### config.mk
export PLATFORM = sky130hd
export DESIGN_NAME = fir_mac_sequencer
export DESIGN_NICKNAME = d
export VERILOG_FILES = /design/src/rtl/fir_mac_sequencer.sv
export SDC_FILE = /design/constraint.sdc
export NUM_CORES = 1
export LEC_CHECK = 0
export BUFFER_PORTS_ARGS = -buffer_cell sky130_fd_sc_hd__buf_2
export CAP_MARGIN = 10
export CORE_UTILIZATION = 61
export CTS_BUF_LIST = sky130_fd_sc_hd__clkbuf_8
export DETAILED_ROUTE_END_ITERATION = 6
export GPL_TIMING_DRIVEN = 1
export HOLD_SLACK_MARGIN = 0.1
export PLACE_DENSITY = 0.8
export SYNTH_ARGS = -nofsm -noshare
export SYNTH_HDL_FRONTEND = slang
export SYNTH_SLANG_ARGS = --single-unit
### constraint.sdc
create_clock -name clk -period 9.35 [get_ports clk]
set_clock_uncertainty 0.05 [all_clocks]
set_input_delay 0.935 -clock clk [delete_from_list [all_inputs] [get_ports clk]]
set_output_delay 0.935 -clock clk [all_outputs]
set_load 0.02 [all_outputs]
### src/rtl/fir_mac_sequencer.sv
// fir_mac_sequencer: serial FIR controller sharing one MAC across all taps, with a circular sample buffer and coefficient ROM addressing.
module fir_mac_sequencer #(
  parameter int NTAPS = 16,
  parameter int AW = 4,
  parameter int DW = 8,
  parameter int CW = 8,
  parameter int ACCW = 26
) (
  input  logic            clk,
  input  logic            reset,
  input  logic [DW-1:0]   x,
  input  logic            x_valid,
  output logic            x_ready,
  output logic [AW-1:0]   coef_addr,
  input  logic [CW-1:0]   coef_data,
  output logic [ACCW-1:0] y,
  output logic            y_valid,
  output logic            busy
);
  typedef enum logic [1:0] {IDLE, RUN, LAST} state_t;
  state_t state, state_n;
  logic [DW-1:0] sbuf [NTAPS];
  logic [AW-1:0] wr_ptr, k, rd_idx;
  logic [DW-1:0] s_reg;
  logic tap_v, accept;
  logic [ACCW-1:0] acc, sum;
  logic signed [DW+CW-1:0] prod;
  assign accept = x_valid && x_ready;
  assign rd_idx = wr_ptr - k;
  assign prod = $signed(s_reg) * $signed(coef_data);
  assign sum = acc + {{(ACCW-DW-CW){prod[DW+CW-1]}}, prod};
  always_comb begin
    x_ready = state == IDLE;
    busy = state != IDLE;
    coef_addr = state == RUN ? k : '0;
    state_n = state == IDLE ? (x_valid ? RUN : IDLE) :
              state == RUN ? (k == AW'(NTAPS-1) ? LAST : RUN) : IDLE;
  end
  always_ff @(posedge clk)
    state <= reset ? IDLE : state_n;
  // tap_v marks the cycle where coef_data lines up with the s_reg fetched one cycle earlier
  always_ff @(posedge clk) begin
    if (reset) begin
      for (int i = 0; i < NTAPS; i++) sbuf[i] <= '0;
      wr_ptr <= '0;
      k <= '0;
      s_reg <= '0;
      tap_v <= 1'b0;
      acc <= '0;
      y <= '0;
      y_valid <= 1'b0;
    end else begin
      y_valid <= 1'b0;
      tap_v <= state == RUN;
      if (tap_v) acc <= sum;
      if (accept) begin
        sbuf[wr_ptr] <= x;
        k <= '0;
        acc <= '0;
      end
      if (state == RUN) begin
        s_reg <= sbuf[rd_idx];
        k <= k + AW'(1);
      end
      if (state == LAST) begin
        y <= sum;
        y_valid <= 1'b1;
        wr_ptr <= wr_ptr + AW'(1);
      end
    end
  end
endmodule
==> metrics.sh <==
CTSROOTBUFFERMASTER='sky130_fd_sc_hd__clkbuf_8'
WORST_SKEW_PAIR.LATE_LATENCY_NS=0.47
REPORT.FINAL.SETUP_VIOL=0
FINAL_DESIGN_AREA_NO_FILL_MM2=0.0136
POSTCTSHOLDBUFS=0
FINAL-MAX-SLEW-VIOLATION-COUNT=0
WORST_SETUP_HOLD_PATH_CLK_SLEW_NS=0.10
DRT-TOTAL-WL_MM=25.5
CRITPATHMAXSTAGEDELAY_NS=0.56
PLACEDCELLCOUNT=1455
SYNTH.AVG_CELL_AREA_UM2=10.8
HOLD_CLASS='reg2reg'
TIMING.SLEW.HEADROOM_PCT=26.7
ANT_NETS=0
P_LEAK_nW=5.70
CTS_SETUP_BUFFERS=0
SYNTH_ENABLE_FLOP_CELLS=128
DRT_FIRST_PASS_ITERS=5
FIRST_GLOBAL_VIAS=8580
CTS.HTREE.LEVELS=4
IO_PINS=52
CRITPATHMAXFANOUT=8
RUN_STATUS='complete, no violations'
WORSTMARGINPINSLEW_NS=1.09
GRT_START_MAX_NET_PINS=54
POSTSYNTH.TOPFLOPCELL='sky130_fd_sc_hd__edfxtp_1'
DIE_Y_UM=146
DIEWIDTH_UM=146
BIGGESTREGSBYFLOPS='sbuf x128, acc x26, y x26'
CRITICAL_PATH_ARRIVAL_NS=7.23
GRT_OVERFLOW_TOTAL=0
CRIT_PATH_START_KIND='input pin'
AREA_GROWTH_SYN_TO_LAYOUT_PCT=7.80
P_PER_AREA_mW_PER_MM2=207
CLOCK_BUFFERS_CREATED_BY_TRITONCTS=17
PORTBUFFERS=51
YOSYS_REGISTER_BITS=200
CTS_MAX_PATH_BUFFERS=2
POST-ROUTE-MIN-PERIOD_NS=6.88
FRACTION_OF_THE_YOSYS_AREA_TAKEN_BY_SEQUENTIAL_CELLS_PCT=42.0
SYNTHARSTFLOPSHARE_PCT=0
FRACTION_OF_LAYOUT_CELLS_WITH_A_SIZE_SUFFIX_ABOVE_1_PCT=12.9
NUM-FILL-CELLS=1543
MAXCAPVIOLATIONS=0
STDCELL_COUNT=1494
POST_SYNTH_MAIN_AREA_CONTRIBUTORS='sky130_fd_sc_hd__edfxtp_1, sky130_fd_sc_hd__dfxtp_1, sky130_fd_sc_hd__fa_1, sky130_fd_sc_hd__and2_1, sky130_fd_sc_hd__ha_1'
TRITONCTS='done'
RSZ0062_AT_GRT='false'
CRITICAL_PATH_REQUIRED_NS=9.70
FF2FF_SETUP_SLACK_NS=2.54
TIMING.SETUP.CRITICAL_PATH_CLASS='in2reg'
NETLIST_INSTANCES=1171
CTS.REPAIR.RESIZED=0
IRDROPWORSTVDD_V=0.000180
GLOBAL_ROUTE.USAGE.TOTAL_PCT=25.6
POST_DRT_WL_PER_CELL_UM=17.1
TIMING_HOLD_VIOLATIONS_FINAL=0
PLACED_CELL_AREA_MM2=0.0131
FP-ROW-COUNT=52
WORST_SETUP_PATH_ENDPOINT='acc[25]'
RR_ENDPOINT='acc[25]'
FINAL_MIN_PERIOD_OVER_CLOCK_PERIOD_PCT=73.5
SYNTHESIS.YOSYS.WARNINGS=0
INITIAL_CORE_UTIL_PCT=62.2
INSERTEDDIODECOUNT=0
TIMING.FMAX_GHz=0.145
CORE-AREA_MM2=0.0202
FLOORPLAN.DIE_AREA_MM2=0.0212
DR.FIRST_ITER.DRC_COUNT=485
CTS.SINK_COUNT=200
DESIGN.FINAL.NETS=1352
PLACE.DETAILED.HPWL_MM=19.1
YS_TYPES=60
TIMING.RR.START='s_reg[7]'
GP_CONGESTION=0.896
GRT_FIRST_PASS_WIRELENGTH_MM=42.6
SETUP_TNS_NS=0
CRIT_START='coef_data[4]'
LARGEST-REGISTER='sbuf'
ANTENNA_FOUND_INITIAL=0
CRITICAL_PATH.SLOWEST_CELL='sky130_fd_sc_hd__fa_1'
UTILIZATION_AFTER_LAYOUT_PCT=67.1
SYNTH_TOP_AREA_SHARE_PCT=30.5
NETLIST_AREA_MM2=0.0126
YOSYS.AREA.TOP_TYPE='sky130_fd_sc_hd__edfxtp_1'
HOLD-WORST-SLACK_NS=0.407
REMAINING_DRC_ERRORS=0
REG2REGPATHDEPTH=24
DETAILROUTE.VIA_COUNT=8512
ENDPOINT_KIND='flip-flop'
AVGVIACOUNTPERCELL=5.70
LARGEST_REGISTER_FF_COUNT=128
SYNTH_FP_NETS=1312
synthesized netlist by cell type (4+ instances only):
cell and count:
sky130_fd_sc_hd__mux2i_1 27, sky130_fd_sc_hd__a21oi_1 64, sky130_fd_sc_hd__buf_1 4, sky130_fd_sc_hd__o211ai_1 9, sky130_fd_sc_hd__o21ai_0 31, sky130_fd_sc_hd__xor2_1 14
sky130_fd_sc_hd__dfxtp_1 72, sky130_fd_sc_hd__inv_1 104, sky130_fd_sc_hd__nor2_1 61, sky130_fd_sc_hd__edfxtp_1 128, sky130_fd_sc_hd__a31oi_1 5, sky130_fd_sc_hd__a21o_1 15
sky130_fd_sc_hd__mux2_2 9, sky130_fd_sc_hd__nor2b_1 12, sky130_fd_sc_hd__nand2b_1 9, sky130_fd_sc_hd__a211oi_1 8, sky130_fd_sc_hd__or2_2 5, sky130_fd_sc_hd__nand3b_1 6
sky130_fd_sc_hd__or3_1 5, sky130_fd_sc_hd__and2_1 174, sky130_fd_sc_hd__and3_1 4, sky130_fd_sc_hd__fa_1 57, sky130_fd_sc_hd__nand4_1 5, sky130_fd_sc_hd__nor4b_1 5
sky130_fd_sc_hd__nand3_1 18, sky130_fd_sc_hd__nor3_1 11, sky130_fd_sc_hd__o21a_1 4, sky130_fd_sc_hd__mux4_2 32, sky130_fd_sc_hd__ha_1 65, sky130_fd_sc_hd__xnor2_1 27
sky130_fd_sc_hd__clkbuf_1 36, sky130_fd_sc_hd__nand2_1 106
per-layer routing:
layer / vias to the layer above / global-route usage (%) / share of wire [%]
li1: 4105 / - / -
met1: 4168 / 33.0 / 43
met2: 204 / 45.1 / 51
met3: 35 / 3.26 / 3.9
met4: 0 / 8.05 / 2.1
met5: - / 0 / 0
stage by stage:
step	setup slack [ns]	total power, mW
floorplan	2.50	1.94
global placement	2.17	2.19
detailed placement	2.06	2.21
CTS	2.50	2.82
global route	2.12	2.99
finish	2.47	2.81
worst max-delay path, delay by kind of cell:
kind | cells | cell delay [ns]
xor+xnor | 1 | 0.12
simple gates | 4 | 0.94
compound gates | 9 | 1.86
buf+inv | 5 | 0.37
fa+ha+maj | 6 | 2.82
mux | 1 | 0.18
report_power, final:
group	switching, mW	internal [mW]
clock network	0.346	0.259
logic	0.726	0.477
registers	0.0267	0.973
total	1.10	1.71
worst min path at each step:
stage	from	to	slack, ns	depth (start not counted)
after global routing	y[0]	y[0]	0.43	2
after global placement	y[8]	y[8]	0.39	2
after detailed placement	y[16]	y[16]	0.39	2
after CTS	y[16]	y[16]	0.41	2
after floorplan	acc[25]	acc[25]	0.40	2
final	y[1]	y[1]	0.41	2
cell usage in the layout (no fill, tap or decap), types with 17 or more instances in the layout:
| cell type | synthesis | routed |
|---|---|---|
| sky130_fd_sc_hd__and2_1 | 174 | 174 |
| sky130_fd_sc_hd__edfxtp_1 | 128 | 128 |
| sky130_fd_sc_hd__nand2_1 | 106 | 106 |
| sky130_fd_sc_hd__inv_1 | 104 | 104 |
| sky130_fd_sc_hd__dfxtp_1 | 72 | 72 |
| sky130_fd_sc_hd__a21oi_1 | 64 | 64 |
| sky130_fd_sc_hd__ha_1 | 65 | 64 |
| sky130_fd_sc_hd__nor2_1 | 61 | 61 |
| sky130_fd_sc_hd__fa_1 | 57 | 56 |
| sky130_fd_sc_hd__buf_2 | 3 | 55 |
| sky130_fd_sc_hd__mux4_2 | 32 | 32 |
| sky130_fd_sc_hd__o21ai_0 | 31 | 31 |
| sky130_fd_sc_hd__mux2i_1 | 27 | 27 |
| sky130_fd_sc_hd__xnor2_1 | 27 | 26 |
| sky130_fd_sc_hd__nand3_1 | 18 | 18 |
| sky130_fd_sc_hd__clkbuf_8 | 0 | 17 |
final cells by class:
class | instances | area (µm²) | share of cell area (%)
clock inverters | 15 | 213 | 1.57
flip-flops and latches | 200 | 5290 | 38.9
repair buffers | 66 | 358 | 2.64
well taps | 270 | 338 | 2.49
clock buffers | 17 | 234 | 1.72
multi-input cells | 821 | 6750 | 49.8
inverters | 105 | 394 | 2.90
logic make-up after synthesis:
family          Yosys count  share of synthesized area [%]
xor+xnor                 42                           3.03
fa+ha+maj               122                           15.5
mux                      68                           8.67
compound gates          163                           8.50
flops                   200                           42.0
simple gates            426                           17.8
buf+inv                 150                           4.52
No activity file was read; power rests on OpenSTA's default activity.
